**src/rtl/mc_control_fsm.sv**
```systemverilog
// Multicycle RV32I control FSM: sequences fetch/decode/execute/memory/writeback
// and drives the datapath enables and mux selects for each step.
module mc_control_fsm #(
  parameter bit WAIT_EN = 1'b1
) (
  input  logic       clk,
  input  logic       rst_n,
  input  logic [6:0] opcode,
  input  logic       mem_ready,
  input  logic       branch_taken,
  output logic       pc_write,
  output logic       ir_write,
  output logic       reg_write,
  output logic       mem_write,
  output logic       mem_req,
  output logic       adr_src,
  output logic [2:0] imm_src,
  output logic [1:0] alu_src_a,
  output logic [1:0] alu_src_b,
  output logic [1:0] alu_op,
  output logic [1:0] result_src,
  output logic       retire,
  output logic       illegal
);
  localparam logic [6:0] OP_LOAD  = 7'b0000011;
  localparam logic [6:0] OP_STORE = 7'b0100011;
  localparam logic [6:0] OP_R     = 7'b0110011;
  localparam logic [6:0] OP_I     = 7'b0010011;
  localparam logic [6:0] OP_BR    = 7'b1100011;
  localparam logic [6:0] OP_JAL   = 7'b1101111;
  localparam logic [6:0] OP_JALR  = 7'b1100111;
  localparam logic [6:0] OP_LUI   = 7'b0110111;
  localparam logic [6:0] OP_AUIPC = 7'b0010111;

  typedef enum logic [3:0] {
    S_FETCH, S_DECODE, S_MEMADR, S_MEMREAD, S_MEMWB, S_MEMWRITE, S_EXEC_R, S_EXEC_I,
    S_ALUWB, S_BRANCH, S_JAL, S_JALR, S_JALR_LINK, S_LUI, S_AUIPC, S_ILLEGAL
  } state_t;

  // Registered per-state controls; *_on_* bits are qualified by same-cycle inputs.
  typedef struct packed {
    logic       pc_write;
    logic       pc_on_rdy;
    logic       pc_on_br;
    logic       ir_on_rdy;
    logic       reg_write;
    logic       mem_write;
    logic       mem_req;
    logic       adr_src;
    logic       imm_dec;
    logic [2:0] imm_src;
    logic [1:0] alu_src_a;
    logic [1:0] alu_src_b;
    logic [1:0] alu_op;
    logic [1:0] result_src;
    logic       retire;
    logic       retire_on_rdy;
    logic       illegal;
  } ctrl_t;

  state_t state;
  state_t state_nxt;
  logic   started;
  logic   is_store;
  logic   is_store_nxt;
  logic   rdy;
  ctrl_t  ctrl;

  assign rdy = WAIT_EN ? mem_ready : 1'b1;

  function automatic ctrl_t ctrl_of(input state_t s, input logic st);
    ctrl_t c;
    c = '0;
    case (s)
      S_FETCH:     begin c.mem_req = 1'b1; c.alu_src_b = 2'b10; c.result_src = 2'b10;
                         c.ir_on_rdy = 1'b1; c.pc_on_rdy = 1'b1; end
      S_DECODE:    begin c.alu_src_a = 2'b01; c.alu_src_b = 2'b01; c.imm_dec = 1'b1; end
      S_MEMADR:    begin c.alu_src_a = 2'b10; c.alu_src_b = 2'b01;
                         c.imm_src = st ? 3'b001 : 3'b000; end
      S_MEMREAD:   begin c.mem_req = 1'b1; c.adr_src = 1'b1; end
      S_MEMWB:     begin c.result_src = 2'b01; c.reg_write = 1'b1; c.retire = 1'b1; end
      S_MEMWRITE:  begin c.mem_req = 1'b1; c.mem_write = 1'b1; c.adr_src = 1'b1;
                         c.retire_on_rdy = 1'b1; end
      S_EXEC_R:    begin c.alu_src_a = 2'b10; c.alu_op = 2'b10; end
      S_EXEC_I:    begin c.alu_src_a = 2'b10; c.alu_src_b = 2'b01; c.alu_op = 2'b10; end
      S_ALUWB:     begin c.reg_write = 1'b1; c.retire = 1'b1; end
      S_BRANCH:    begin c.alu_src_a = 2'b10; c.alu_op = 2'b01; c.pc_on_br = 1'b1;
                         c.retire = 1'b1; end
      S_JAL:       begin c.alu_src_a = 2'b01; c.alu_src_b = 2'b10; c.pc_write = 1'b1; end
      S_JALR:      begin c.alu_src_a = 2'b10; c.alu_src_b = 2'b01; c.result_src = 2'b10;
                         c.pc_write = 1'b1; end
      S_JALR_LINK: begin c.alu_src_a = 2'b01; c.alu_src_b = 2'b10; end
      S_LUI:       begin c.alu_src_a = 2'b11; c.alu_src_b = 2'b01; c.imm_src = 3'b100; end
      S_AUIPC:     begin c.alu_src_a = 2'b01; c.alu_src_b = 2'b01; c.imm_src = 3'b100; end
      S_ILLEGAL:   c.illegal = 1'b1;
      default:     c = '0;
    endcase
    return c;
  endfunction

  // Next-state decode.
  always_comb begin
    state_nxt    = state;
    is_store_nxt = is_store;
    case (state)
      S_FETCH:    if (rdy) state_nxt = S_DECODE;
      S_DECODE: begin
        is_store_nxt = (opcode == OP_STORE);
        case (opcode)
          OP_LOAD, OP_STORE: state_nxt = S_MEMADR;
          OP_R:              state_nxt = S_EXEC_R;
          OP_I:              state_nxt = S_EXEC_I;
          OP_BR:             state_nxt = S_BRANCH;
          OP_JAL:            state_nxt = S_JAL;
          OP_JALR:           state_nxt = S_JALR;
          OP_LUI:            state_nxt = S_LUI;
          OP_AUIPC:          state_nxt = S_AUIPC;
          default:           state_nxt = S_ILLEGAL;
        endcase
      end
      S_MEMADR:   state_nxt = is_store ? S_MEMWRITE : S_MEMREAD;
      S_MEMREAD:  if (rdy) state_nxt = S_MEMWB;
      S_MEMWRITE: if (rdy) state_nxt = S_FETCH;
      S_MEMWB, S_ALUWB, S_BRANCH: state_nxt = S_FETCH;
      S_EXEC_R, S_EXEC_I, S_JAL, S_JALR_LINK, S_LUI, S_AUIPC: state_nxt = S_ALUWB;
      S_JALR:     state_nxt = S_JALR_LINK;
      S_ILLEGAL:  state_nxt = S_ILLEGAL;
      default:    state_nxt = S_FETCH;
    endcase
  end

  // First edge after reset only reveals FETCH outputs; state advances from then on.
  always_ff @(posedge clk or negedge rst_n) begin
    if (!rst_n) begin
      state    <= S_FETCH;
      is_store <= 1'b0;
      started  <= 1'b0;
      ctrl     <= '0;
    end else if (!started) begin
      started  <= 1'b1;
      ctrl     <= ctrl_of(S_FETCH, 1'b0);
    end else begin
      state    <= state_nxt;
      is_store <= is_store_nxt;
      ctrl     <= ctrl_of(state_nxt, is_store_nxt);
    end
  end

  assign pc_write   = ctrl.pc_write | (ctrl.pc_on_rdy & rdy) | (ctrl.pc_on_br & branch_taken);
  assign ir_write   = ctrl.ir_on_rdy & rdy;
  assign reg_write  = ctrl.reg_write;
  assign mem_write  = ctrl.mem_write;
  assign mem_req    = ctrl.mem_req;
  assign adr_src    = ctrl.adr_src;
  assign imm_src    = ctrl.imm_dec ? ((opcode == OP_JAL) ? 3'b011 : 3'b010) : ctrl.imm_src;
  assign alu_src_a  = ctrl.alu_src_a;
  assign alu_src_b  = ctrl.alu_src_b;
  assign alu_op     = ctrl.alu_op;
  assign result_src = ctrl.result_src;
  assign retire     = ctrl.retire | (ctrl.retire_on_rdy & rdy);
  assign illegal    = ctrl.illegal;
endmodule

```
**config.mk**
```make
export PLATFORM = sky130hd
export DESIGN_NAME = mc_control_fsm
export DESIGN_NICKNAME = d
export VERILOG_FILES = /design/src/rtl/mc_control_fsm.sv
export SDC_FILE = /design/constraint.sdc
export NUM_CORES = 1
export LEC_CHECK = 0
export ABC_AREA = 0
export BUFFER_PORTS_ARGS = -buffer_cell sky130_fd_sc_hd__buf_4
export CAP_MARGIN = 40
export CORE_MARGIN = 2
export CORE_UTILIZATION = 30
export CTS_BUF_LIST = sky130_fd_sc_hd__clkbuf_4 sky130_fd_sc_hd__clkbuf_8
export DETAILED_ROUTE_END_ITERATION = 6
export GPL_ROUTABILITY_DRIVEN = 0
export PLACE_DENSITY_LB_ADDON = 0.15
export RECOVER_POWER = 100
export SYNTH_ARGS = -nofsm -noshare
export SYNTH_HDL_FRONTEND = slang
export SYNTH_SLANG_ARGS = --single-unit
```
**constraint.sdc**
```tcl
create_clock -name clk -period 2.2 [get_ports clk]
set_input_delay 0.44 -clock clk [delete_from_list [all_inputs] [get_ports clk]]
set_output_delay 0.44 -clock clk [all_outputs]
set_load 0.01 [all_outputs]
```
### Word level (Yosys, flattened, before mapping)

Cells that the tools add are included.

| word-level totals | value |
|---|---|
| register bits | 29 |
| bits of input ports | 11 |
| output and inout bits | 19 |
| logic and storage cells | 109 |

| operators by class | value |
|---|---|
| eq/ne operators | 39 |
| muxes and demuxes | 26 |
| bitwise operators | 7 |
| reductions and logical operators | 17 |

Operators by type and width:

| cell | count |
|---|---|
| 4-bit equality test, second input constant | 16 |
| 4-bit case mux with 9 select lines | 1 |
| 4-bit by 3-bit equality test with 1-bit output, second input constant | 8 |
| 4-bit case mux with 8 select lines | 1 |
| 23-bit 2-to-1 mux | 1 |
| 7-bit by 6-bit equality test with 1-bit output, second input constant | 3 |
| 7-bit equality test, second input constant | 3 |
| 4-bit by 2-bit equality test with 1-bit output, second input constant | 4 |
| 7-bit by 5-bit equality test with 1-bit output, second input constant | 2 |
| 2-bit OR reduction | 7 |
| 1-bit 2-to-1 mux | 13 |
| 4-bit 2-to-1 mux | 3 |
| 2-bit case mux with 2 select lines | 3 |
| 3-bit OR reduction | 4 |
| 6-bit OR reduction | 2 |
| 4-bit by 1-bit equality test with 1-bit output, second input constant | 2 |
| 4-bit logical NOT | 2 |
| 7-bit by 2-bit equality test with 1-bit output, second input constant | 1 |
| 3-bit 2-to-1 mux | 2 |
| 2-bit case mux with 3 select lines | 1 |
| 3-bit case mux with 2 select lines | 1 |
| 5-bit OR reduction | 1 |
| 1-bit AND | 4 |
| 4-bit OR reduction | 1 |
| 1-bit bitwise OR | 3 |

### Longest topological paths before layout

| depth | value |
|---|---|
| depth after elaboration | 8 |
| depth in mapped cells | 7 |

### Worst setup path after synthesis

OpenSTA, ideal clock, no wires.

| timing path | value |
|---|---|
| path kind | input port to flip-flop |
| start | in opcode[2] |
| end | reg ctrl (netlist bit alu_src_b[0]) |
| setup time | 0.072 ns |
| data arrival time | 1.784 ns |
| required time | 2.128 ns |
| setup slack | 0.343 ns |
| stages | 6 |
| cells stage by stage | or2_4 > a2111oi_4 > o211ai_4 > or3_4 > a21o_1 > nand4b_1 |

| between the ends | value |
|---|---|
| longest elaborated chain between the ends | 8 |
| elaborated cells on any way between the ends | 25 |

Ends and longest elaborated chain:

| element | RTL line | RTL |
|---|---|---|
| start: declaration | 8 | `input logic [6:0] opcode,` |
| 7-bit by 6-bit equality test with 1-bit output / 7-bit by 2-bit equality test with 1-bit output (equally long branches) | 109 | `case (opcode)` |
| 2-bit OR reduction | 109 |  |
| 4-bit case mux with 8 select lines * | 109 |  |
| 4-bit case mux with 9 select lines * | 105 | `case (state)` |
| 4-bit equality test, or another cell as far along | 74 | `case (s)` |
| 6-bit OR reduction (no source line) / 3-bit OR reduction (equally long branches) | - |  |
| 2-bit case mux with 2 select lines * | 74 |  |
| 23-bit 2-to-1 mux * | 139 | `end else if (!started) begin` |
| end signal: assignment | 141 | `ctrl <= ctrl_of(S_FETCH, 1'b0);` |
| end signal: assignment | 145 | `ctrl <= ctrl_of(state_nxt, is_store_nxt);` |
| end: declaration | 67 | `ctrl_t ctrl;` |

Every way passes the cells marked *; elsewhere a longest branch is shown, timed or not.
A chain may end at the register's enable or synchronous reset.

### Final worst setup path

| timing path | value |
|---|---|
| start | reg state[1] |
| end | reg ctrl (netlist bit alu_src_b[0]) |

| between the ends | value |
|---|---|
| longest elaborated chain between the ends | 7 |
| elaborated cells on any way between the ends | 35 |

Ends and longest elaborated chain:

| element | RTL line | RTL |
|---|---|---|
| start: declaration | 61 | `state_t state;` |
| start signal: assignment | 143 | `state <= state_nxt;` |
| 4-bit by 3-bit equality test with 1-bit output / 4-bit equality test (equally long branches) | 105 |  |
| 6-bit OR reduction / 3-bit OR reduction (equally long branches) | 105 |  |
| 4-bit case mux with 9 select lines * | 105 |  |
| 4-bit equality test, or another cell as far along | 74 |  |
| 6-bit OR reduction (no source line) / 3-bit OR reduction (equally long branches) | - |  |
| 2-bit case mux with 2 select lines * | 74 |  |
| 23-bit 2-to-1 mux * | 139 |  |

Marked as above.

==> key figures <==
STA
  – Final min period: 1.96 ns
  – Max Fclk: 0.509 GHz
  – Hold_ws: 0.444 ns
  – Setup_tns: 0 ns
  – RSZ-0062 raised after global routing: no
  – Slew @ Worst Pin: 1.33 ns
  – Final setup fails: 0
  – Max Slew Vio Count: 0
  – Skew final: 0.00134 ns
  – Worst setup margin: 0.236 ns
  – Tcrit/Tclk final: 89.3%
  – Final count of hold timing violations: 0
  – Relative slew slack: 11.3%

Worst setup path
  – Kind of critical path: flop to flop
  – Endpoint type of the worst setup path: flop
  – Crit-path leading delay family: simple AND/OR/NAND/NOR gates
  – CP peak stage delay: 0.53 ns
  – Required time worst endpoint: 2.40 ns
  – Slowest-stage cell, CP: dfrtp_1
  – Critical-path maximum fanout: 11
  – WP data arrival: 2.17 ns
  – Crit start category: flop
  – Crit-path cells: nor3_2 -> and2_2 -> a2bb2oi_1 -> or3_4 -> a21o_1 -> nand4b_1
  – Buf/Inv on CP: 0

Power and ir drop
  – Sw frac: 38.9%
  – Clock power share: 16.4%
  – Peak VDD IR: 0.325 mV
  – NetSw: 0.000637 W
  – Gate power share: 45.3%
  – Flop pwr share: 38.3%
  – Power per cell area: 926 nW/um^2
  – Leak Pwr: 0.742 nW
  – Pint: 0.00100 W

Status
  – Status: finished clean

Routing
  – 1st-pass router iterations: 4
  – Vias/cell: 5.12
  – DRC violations left: 0
  – Post-Route WL: 3.61 mm
  – Starting DRT DRC Count: 134
  – Final ANT Viol Nets: 0
  – Routed vias: 1332
  – Avg WL per Cell: 13.9 um

Die
  – Die height: 75.0 um
  – Initial Util: 31.6%
  – Core Area: 4790 um^2
  – Site Rows: 25
  – DIE AREA: 5630 um^2
  – I/O pin count: 30
  – Die X: 75.0 um

Yosys
  – Number of synthesized register bits: 25
  – Mapped Avg Cell Area: 9.22 um^2
  – Number of enable flip-flop cells after synthesis: 0
  – Cell Area, Synth: 1510 um^2
  – Ys flop type: dfrtp_1
  – Sequential-to-total area share from yosys stat: 41.4%
  – Syn nets: 175
  – Post-synthesis cell count: 164
  – Asr flop ratio synth: 100%
  – Synth warnings: 0
  – Distinct cells, synth: 51

Clocking
  – CTS Sinks: 25
  – Num CTS Buffers: 3
  – Skew-Pair Late Insertion Delay: 0.27 ns
  – Clock Pin Slew Worst Setup and Hold Paths: 0.08 ns
  – CTS resizes: 0
  – Post-CTS setup buffer count: 0
  – Clk root buf: clkbuf_8
  – CTS tree: done
  – Longest Clk Path Bufs: 2
  – CTS H-Tree Depth: 1
  – Cts hold-fix bufs: 0

Global route
  – Largest net degree at the start of global routing: 26
  – Wire length of the first global-routing pass: 6.01 mm
  – Global Route Usage Sum: 14.3%
  – Vias in the first global route: 1288
  – Initial antenna violation count: 0
  – Grt ovf: 0

Cells and area
  – ANT cells: 0
  – # fillers: 491
  – Seq. cell area: 626 um^2
  – Final layout net count: 205
  – Post-Layout Cell Count: 260
  – Synthesis-to-layout area growth: 17.1%
  – Area of the multi-input gates: 764 um^2
  – Share of layout cells above drive strength 1: 19.7%

Placed design
  – PortBufs: 29
  – Post-Place Cells: 256
  – Setup WS pre-CTS: 0.0979 ns
  – HPWL Detailed: 2.81 mm

Hold path
  – Hold crit path type: input pin to async pin

Job
  – Max-Cap Viols: 0
-- metrics by stage --
stage,power (W),cell area [um^2],util (%)
finish,0.00164,1770,37.0
global placement,0.00144,1810,37.8
floorplan,0.00115,1510,-
detailed placement,0.00145,1810,37.8
CTS,0.00172,1850,38.7
global route,0.00178,1770,37.0
-- cell usage in the layout (no fill, tap or decap), types with 4 or more instances in the layout --
cell      count
dfrtp_1      25
clkbuf_1     21
buf_4        19
nor2_1       18
nand2_1      13
a21oi_1      12
inv_1         6
o21ai_0       6
nand2b_1      4
or3_1         4
nand3_1       4
-- final cells by class --
type | instances | area share (%)
clock buffer | 3 | 2.33
multi-input combinational | 117 | 43.1
tap | 67 | 4.73
sequential | 25 | 35.3
inverter | 6 | 1.27
timing repair buffer | 41 | 12.9
clock inverter | 1 | 0.282
-- cells in the mapped netlist, types with 2 or more instances --
library cell | number | share of area [%]
o221ai_1 | 2 | 1.2
or3_4 | 2 | 1.5
mux2_2 | 2 | 1.5
o21ai_1 | 2 | 0.66
and2_1 | 2 | 0.83
clkbuf_1 | 5 | 1.2
nand4_1 | 3 | 1.2
nand2_1 | 13 | 3.2
a21oi_1 | 13 | 4.3
nor3_1 | 3 | 0.99
a211o_1 | 2 | 1.2
a32o_1 | 2 | 1.3
a32oi_1 | 2 | 1.2
buf_2 | 2 | 0.66
nor4bb_1 | 2 | 1.3
nand2b_1 | 4 | 1.7
nand3_1 | 4 | 1.3
o21ai_0 | 6 | 2.0
and3b_1 | 2 | 1.2
nor2_1 | 17 | 4.2
o22ai_1 | 2 | 0.83
buf_4 | 9 | 4.5
dfrtp_1 | 25 | 41
inv_1 | 6 | 1.5
or3_1 | 4 | 1.7
nor2b_1 | 2 | 0.83
a21o_1 | 2 | 0.99
-- power groups by stage --
stage	Combinational (W)	Sequential, W	Clock (W)
floorplan	0.000527	0.000621	0
global placement	0.000802	0.000639	0
detailed placement	0.000805	0.000640	0
CTS	0.000810	0.000629	0.000284
global route	0.000824	0.000645	0.000307
finish	0.000743	0.000628	0.000269
-- sequential cells by signal, summed over array words and instances, names as in the netlist --
name,count
state,4
illegal,1
ctrl,7
alu_src_a,2
mem_req,1
result_src,2
reg_write,1
started,1
adr_src,1
is_store,1
alu_op,1
mem_write,1
alu_src_b,2
-- worst paths after layout --
kind | slack, ns | cells past startpoint | to | start
min in group clk | 0.54 | 3 | ctrl[14] | mem_ready
max in group asynchronous | 0.97 | 1 | is_store | rst_n
hold / removal | 0.44 | 1 | started | rst_n
setup reg to reg | 0.24 | 6 | alu_src_b[0] | state[1]
hold reg to reg | 0.58 | 2 | ctrl[11] | is_store
setup / recovery | 0.24 | 6 | alu_src_b[0] | state[1]
-- routing by layer --
metal,routed length [um],track usage [%],up-vias
met3,238,3.61,4
met5,0,0,-
met4,51,6.94,0
li1,-,-,644
met2,1770,23.2,41
met1,1550,17.7,643
-- cell families after synthesis --
group	synth area share, %
muxes	1.49
xor gates and xnor gates	0.579
other	0.248
buffers and inverters	7.86
DFF	41.4
and+or+nand+nor	24.4
AOI/OAI and AO/OA	24.1
Note: power is estimated with default switching activity, not from simulation.
